**src/rtl/fifo_pkg.sv**
```systemverilog
// rtl/fifo_pkg.sv - shared FIFO adapter types
// Occupancy encoding shared by the read- and write-side FIFO adapters.
package fifo_pkg;

  typedef enum logic [1:0] {OCC_ZERO, OCC_ONE, OCC_TWO} occ_t;

endpackage

```
**src/rtl/fifo_rd_stream_m.sv**
```systemverilog
// rtl/fifo_rd_stream_m.sv - FWFT FIFO read side to registered valid/ready stream
// Entry 0 plus a skid entry keep pop independent of m_ready.
module fifo_rd_stream_m
  import fifo_pkg::*;
#(
  parameter type DATA_ITEM_TYPE = logic,
  parameter int  CNT_W          = 16
) (
  input  logic             clk,
  input  logic             rst,
  input  DATA_ITEM_TYPE    head,
  input  logic             empty,
  input  logic             rd_rst_busy,
  output logic             pop,
  input  logic             flush,
  output DATA_ITEM_TYPE    m_data,
  output logic             m_valid,
  input  logic             m_ready,
  output logic [CNT_W-1:0] word_cnt
);

  occ_t             r_occ;
  occ_t             w_occ_nxt;
  DATA_ITEM_TYPE    r_entry0;
  DATA_ITEM_TYPE    r_skid;
  DATA_ITEM_TYPE    w_entry0_nxt;
  DATA_ITEM_TYPE    w_skid_nxt;
  logic             r_valid;
  logic [CNT_W-1:0] r_word_cnt;
  logic             w_pop;
  logic             w_xfer;

  assign w_pop  = !rst && !flush && !empty && !rd_rst_busy && (r_occ != OCC_TWO);
  assign w_xfer = r_valid && m_ready;

  always_comb begin
    w_occ_nxt    = r_occ;
    w_entry0_nxt = r_entry0;
    w_skid_nxt   = r_skid;
    unique case (r_occ)
      OCC_ZERO: begin
        if (w_pop) begin
          w_entry0_nxt = head;
          w_occ_nxt    = OCC_ONE;
        end
      end
      OCC_ONE: begin
        if (w_pop && !w_xfer) begin
          w_skid_nxt = head;
          w_occ_nxt  = OCC_TWO;
        end else if (w_pop && w_xfer) begin
          w_entry0_nxt = head;
        end else if (w_xfer) begin
          w_occ_nxt = OCC_ZERO;
        end
      end
      OCC_TWO: begin
        if (w_xfer) begin
          w_entry0_nxt = r_skid;
          w_occ_nxt    = OCC_ONE;
        end
      end
      default: w_occ_nxt = OCC_ZERO;
    endcase
    // flush overrides everything; a same-cycle transfer is still counted below
    if (flush) begin
      w_occ_nxt = OCC_ZERO;
    end
  end

  always_ff @(posedge clk) begin
    if (rst) begin
      r_occ      <= OCC_ZERO;
      r_entry0   <= '0;
      r_skid     <= '0;
      r_valid    <= 1'b0;
      r_word_cnt <= '0;
    end else begin
      r_occ    <= w_occ_nxt;
      r_entry0 <= w_entry0_nxt;
      r_skid   <= w_skid_nxt;
      r_valid  <= (w_occ_nxt != OCC_ZERO);
      if (w_xfer) begin
        r_word_cnt <= r_word_cnt + CNT_W'(1);
      end
    end
  end

  assign pop      = w_pop;
  assign m_data   = r_entry0;
  assign m_valid  = r_valid;
  assign word_cnt = r_word_cnt;

  a_no_pop_empty: assert property (@(posedge clk) disable iff (rst) pop |-> !empty);
  a_hold_stable:  assert property (@(posedge clk) disable iff (rst)
                    (m_valid && !m_ready && !flush) |=> (m_valid && $stable(m_data)));
  a_no_pop_two:   assert property (@(posedge clk) disable iff (rst) pop |-> (r_occ != OCC_TWO));

endmodule

```
**config.mk**
```make
export PLATFORM = sky130hd
export DESIGN_NAME = fifo_rd_stream_m
export DESIGN_NICKNAME = d
export VERILOG_FILES = /design/src/rtl/fifo_pkg.sv /design/src/rtl/fifo_rd_stream_m.sv
export SDC_FILE = /design/constraint.sdc
export NUM_CORES = 1
export LEC_CHECK = 0
export ABC_CLOCK_PERIOD_IN_PS = 1700
export CAP_MARGIN = 5
export CORE_MARGIN = 8
export CORE_UTILIZATION = 30
export CTS_CLUSTER_DIAMETER = 50
export DETAILED_ROUTE_END_ITERATION = 8
export PLACE_DENSITY_LB_ADDON = 0.08
export SLEW_MARGIN = 10
export SYNTH_ARGS = -nofsm -noshare
export SYNTH_HDL_FRONTEND = slang
export SYNTH_SLANG_ARGS = --single-unit
```
**constraint.sdc**
```tcl
create_clock -name clk -period 1.7 [get_ports clk]
set_clock_uncertainty 0.2 [all_clocks]
set_input_delay 0.17 -clock clk [delete_from_list [all_inputs] [get_ports clk]]
set_output_delay 0.17 -clock clk [all_outputs]
set_load 0.01 [all_outputs]
```
# ---- Word level (Yosys, flattened, before mapping)
# Cells that the tools add are included.
dict set report totals {
  latchBits 0
  inputBits 7
  word_cells 42
  mem_bits_rw 0
  output_inout_bits 19
  regBits 21
  rom_bits 0
  n_memories 0
}
dict set report classes {
  shifts 0
  n_eq_ne 7
  n_reduce_logical 17
  bitwise 0
  magnitude_cmp 0
  n_mux 12
  n_addsub 1
  div 0
  n_mul 0
}
# op n
set ops {}
lappend ops {{$add A16 B1 Y16 const B} 1}
lappend ops {{$mux W2} 6}
lappend ops {{$ne A2 B2 Y1 const B} 5}
lappend ops {{$logic_and A1 B1 Y1} 7}
lappend ops {{$pmux W2 S3} 1}
lappend ops {{$logic_not A1 Y1} 5}
lappend ops {{$reduce_and A5 Y1} 1}
lappend ops {{$mux W1} 4}
lappend ops {{$pmux W1 S3} 1}
lappend ops {{$reduce_bool A3 Y1} 1}
lappend ops {{$eq A2 B1 Y1 const B} 1}
lappend ops {{$eq A2 B2 Y1 const B} 1}
lappend ops {{$logic_not A2 Y1} 1}
lappend ops {{$reduce_and A2 Y1} 1}
lappend ops {{$reduce_bool A2 Y1} 1}

# ---- Longest topological paths before layout
dict set report depth {
  word_depth 11
  depth_mapped 6
  ltp_nobuf 5
}

# ---- Worst setup path before layout
# No wires, ideal clock.
dict set report synth_timing {
  path_kind {register to register}
  start {register r_word_cnt[3] (netlist: word_cnt[3])}
  end {register r_word_cnt[15] (netlist: word_cnt[15])}
  stages_incl_launch_ff 6
  required_time_ps 1379
  setup_time_ps 121
  period_less_slack_ps 1747
  setup_slack_ps -47
  arrival_ps 1426
  n_path_buf 1
  cell_sequence {dfxtp_1 > and4_1 > buf_4 > nand4_4 > nor3_1 > mux2_2}
}
dict set report synth_via {
  elab_chain_len 1
}
# element line_no
set synth_rtl {}
lappend synth_rtl {{from (decl)} fifo_rd_stream_m.sv:29} ;# logic [CNT_W-1:0] r_word_cnt;
lappend synth_rtl {{from (signal assigned)} fifo_rd_stream_m.sv:84} ;# r_word_cnt <= r_word_cnt + CNT_W'(1);
lappend synth_rtl {{$add A16 B1 Y16} fifo_rd_stream_m.sv:84}
# No other way between the ends.
# A chain may end at the register's enable or synchronous reset.

# ---- Final worst setup path
dict set report layout_timing {
  start {input rd_rst_busy}
  end {register r_entry0 (netlist: m_data)}
}
dict set report layout_via {
  elab_chain_len 6
}
# element line_no
set layout_rtl {}
lappend layout_rtl {{from (decl)} fifo_rd_stream_m.sv:13} ;# input logic rd_rst_busy,
lappend layout_rtl {{$logic_not A1 Y1 *} fifo_rd_stream_m.sv:33} ;# assign w_pop = !rst && !flush && !empty && !rd_rst_busy && (r_occ != OCC_TWO);
lappend layout_rtl {{$logic_and A1 B1 Y1 * (2 in series)} fifo_rd_stream_m.sv:33}
lappend layout_rtl {{$logic_and A1 B1 Y1, on equally long branches} {fifo_rd_stream_m.sv:51, fifo_rd_stream_m.sv:48}}
lappend layout_rtl {{$ne A2 B2 Y1 (no line)} n/a}
lappend layout_rtl {{$reduce_and A5 Y1 (no line) *} n/a}
lappend layout_rtl {{to (signal assigned)} fifo_rd_stream_m.sv:80} ;# r_entry0 <= w_entry0_nxt;
lappend layout_rtl {{to (decl)} fifo_rd_stream_m.sv:24} ;# DATA_ITEM_TYPE r_entry0;
# Mark *: on every way between the ends. The rest lies on a longest branch, timed or not.

==> impl_metrics.csv <==
group,metric,value,unit
yosys,synth.distinct_cells,32,
yosys,syn-num-nets,117,
layout,drive_gt1_frac,0.288,
yosys,synthArstFlopShare,0,
timing,finalHoldViolCount,0,
pwr,p_seq_frac,0.618,
place,numPortBuffers,25,
global_routing,grt_util_met2,0.155,
timing,rsz0062_at_grt,"yes",
global_routing,grt_max_degree,23,
clock_network,clk_root_buffer_cell,"clkbuf_4",
worst_setup_path,critPathLaunch,"rd_rst_busy",
yosys,synth_seq_cells,21,
pwr,netSwitchingPower,0.183,mW
yosys,synth_area_leader_cell,"dfxtp_1",
yosys,yosysMostFrequentCell,"dfxtp_1",
global_routing,busiest_layer,"met2",
timing,post-route-min-period,1.65,ns
route,drc_errors,0,
layout,antenna_cells,0,
clock_network,htreeDepth,1,
yosys,synthCells,109,
route,wl,2390,um
global_routing,globalRouteOverflowTotal,0,
yosys,ys_seq_area_frac,0.425,
global_routing,grt_util_met1,0.104,
floorplanning,die_w,73.4,um
worst_setup_path,cp-end-kind,"register",
global_routing,grt_pass1_wl,3950,um
place,place_area,0.00144,mm^2
min_path,worstHoldStart,"flush",
route,dr_total_vias,902,
timing,tightest_slew,0.216,ns
pwr,pwr-share-comb,0.076,
yosys,synth_area_per_cell,9.07,um^2
clock_network,cts_buffers,3,
yosys,yosysTopAreaCellShare,0.425,
route,drt_iter0_markers,36,
clock_network,cts_sinks,21,
pwr,switching_share,0.228,
yosys,ys_warn_count,0,
global_routing,grtUsageTotal,0.0943,
layout,final_net_count,165,
worst_setup_path,r2r_cells,4,
yosys,synth_ff_type,"dfxtp_1",
route,drt_pre_antenna_iters,4,
timing,final-setup-viol-count,0,
floorplanning,core_area,0.00326,mm^2
worst_setup_path,r2r-end,"word_cnt[15]",
route,ant_nets,0,
global_routing,met3_usage,0.0396,
place,pre_cts_ws,-0.503,ns
yosys,synth_edf_count,0,
timing,fmax,607,MHz
yosys,synth_area_leaders,"dfxtp_1, xor2_1, nor2_1",
worst_setup_path,worstPathArrival,1.65,ns
layout,register_area,432,um^2
pwr,p_leak,0.778,nW
pwr,powerDensity,531,mW/mm^2
pwr,pwr-share-clk,0.306,
job,cap_violations,0,
timing,layout_setup_ws,0.0536,ns
worst_setup_path,critPathLaunchType,"input pin",
worst_setup_path,critPathRequiredTime,1.70,ns
layout,postLayoutCellArea,0.00151,mm^2
layout,multi_input_area,548,um^2
clock_network,clk_latency,0.30,ns
layout,nFillCells,350,
place,place_congestion,0.727,
floorplanning,initial_core_util,0.303,
min_path,hold_depth,3,
yosys,synthTopCellsByCount,"dfxtp_1, nor2_1, xor2_1, nand2_1",
layout,finish.utilization,0.464,
floorplanning,dieHeight,73.4,um
layout,syn_to_final_growth,52.8,%
worst_setup_path,r2r_slack,0.08,ns
pwr,intPower,0.619,mW
clock_network,ctsHoldBuffers,0,
timing,post-route-period-util,0.968,
min_path,min_path_type,"input pin to register",
yosys,syn-cell-area,988,um^2
place,hpwlAfterDp,1850,um
floorplanning,dieArea,0.00539,mm^2
clock_network,cts_tree,"done",
global_routing,antenna_found_initial,0,
outcome,outcome,"completed",
timing,slew_headroom,0.855,
clock_network,clockBufferDepth,2,
route,via_per_inst,4.47,
pwr,ir_worst_vdd,0.000347,V
timing,tns,0,ns
worst_setup_path,critical_path.max_fanout,3,
floorplanning,io_pins,26,
timing,drv_slew,0,
floorplanning,rows,21,
route,wire_per_inst,11.8,um
worst_setup_path,r2r_start,"word_cnt[1]",
global_routing,grt_pass1_vias,906,
worst_setup_path,worst-setup-path-type,"input pin to register",
clock_network,clk_pin_slew_worst_paths,0.12,ns
min_path,whs_endpoint,"r_occ[1]",
[flip-flops by register name (all words and copies together), names as in the netlist]
signal	cells
word_cnt	16
r_occ	2
m_data	1
m_valid	1
r_skid	1
[layout make-up]
type                       count  share of cell area
clock buffer                   4              0.0174
inverter                       1             0.00249
multi-input combinational     82               0.363
sequential                    21               0.286
tap                           46              0.0381
timing repair buffer          48               0.293
[metal layers]
layer | part of all wire | vias to the layer above
met3 | 0.066 | 2
met4 | 0.0079 | 0
met5 | 0 | -
li1 | - | 468
met1 | 0.45 | 412
met2 | 0.47 | 20
[worst max-delay path by stage]
stage | depth (start not counted) | slack (ns) | end
floorplan | 5 | 0.005 | word_cnt[15]
global placement | 4 | -0.48 | pop
detailed placement | 4 | -0.50 | pop
CTS | 2 | 0.002 | word_cnt[7]
global route | 4 | -0.01 | word_cnt[15]
finish | 4 | 0.05 | m_data
[metrics by stage]
step,hold WS [ns],instances,power [mW]
after floorplan,0.0487,109,0.533
after global placement,0.276,197,0.572
after detailed placement,0.292,197,0.573
after CTS,0.0622,202,0.820
after global routing,0.0603,202,0.847
final,0.0709,202,0.802
[repair_timing]
action,in CTS,in global routing
setup buffers,1,0
resized for setup,12,15
endpoints found under the setup margin,6,14
pin swaps,2,0
[worst max-delay path, stage by stage]
cell and delay, ns:
clkdlybuf4s50_1 0.42, or4_4 0.46, o31ai_2 0.26, mux2_1 0.34
[cells in the final DEF, fill, tap and decap left out, types with 2 or more instances in the layout]
cell              n
a21oi_1           4
and2_1            2
and4_2            2
buf_4            22
clkbuf_4          3
clkdlybuf4s50_1  11
dfxtp_1          14
dfxtp_2           6
dlygate4sd2_1     3
dlymetal6s2s_1   10
mux2i_1           3
nand2_1           6
nand3_1           3
nand4_1           4
nor2_1           19
nor2b_1           4
o21ai_0           4
or3_1             3
xnor2_1           2
xor2_1           10
[cell families (layout without fill, tap and decap cells)]
kind of cell | Yosys count | count (layout) | synth area share
AOI/OAI and AO/OA | 11 | 11 | 0.0684
adders and majority gates | 1 | 1 | 0.0127
DFF | 21 | 21 | 0.425
muxes | 5 | 5 | 0.0532
xor gates and xnor gates | 12 | 12 | 0.106
buffers and inverters | 6 | 53 | 0.0304
and+or+nand+nor | 53 | 53 | 0.304
[power by group through the flow]
stage	clock network [mW]	logic, mW	registers (mW)
CTS	0.259	0.0629	0.497
detailed placement	0	0.0644	0.508
finish	0.246	0.0610	0.496
global route	0.283	0.0678	0.496
global placement	0	0.0636	0.508
floorplan	0	0.0232	0.509
No activity file was read; power rests on OpenSTA's default activity.
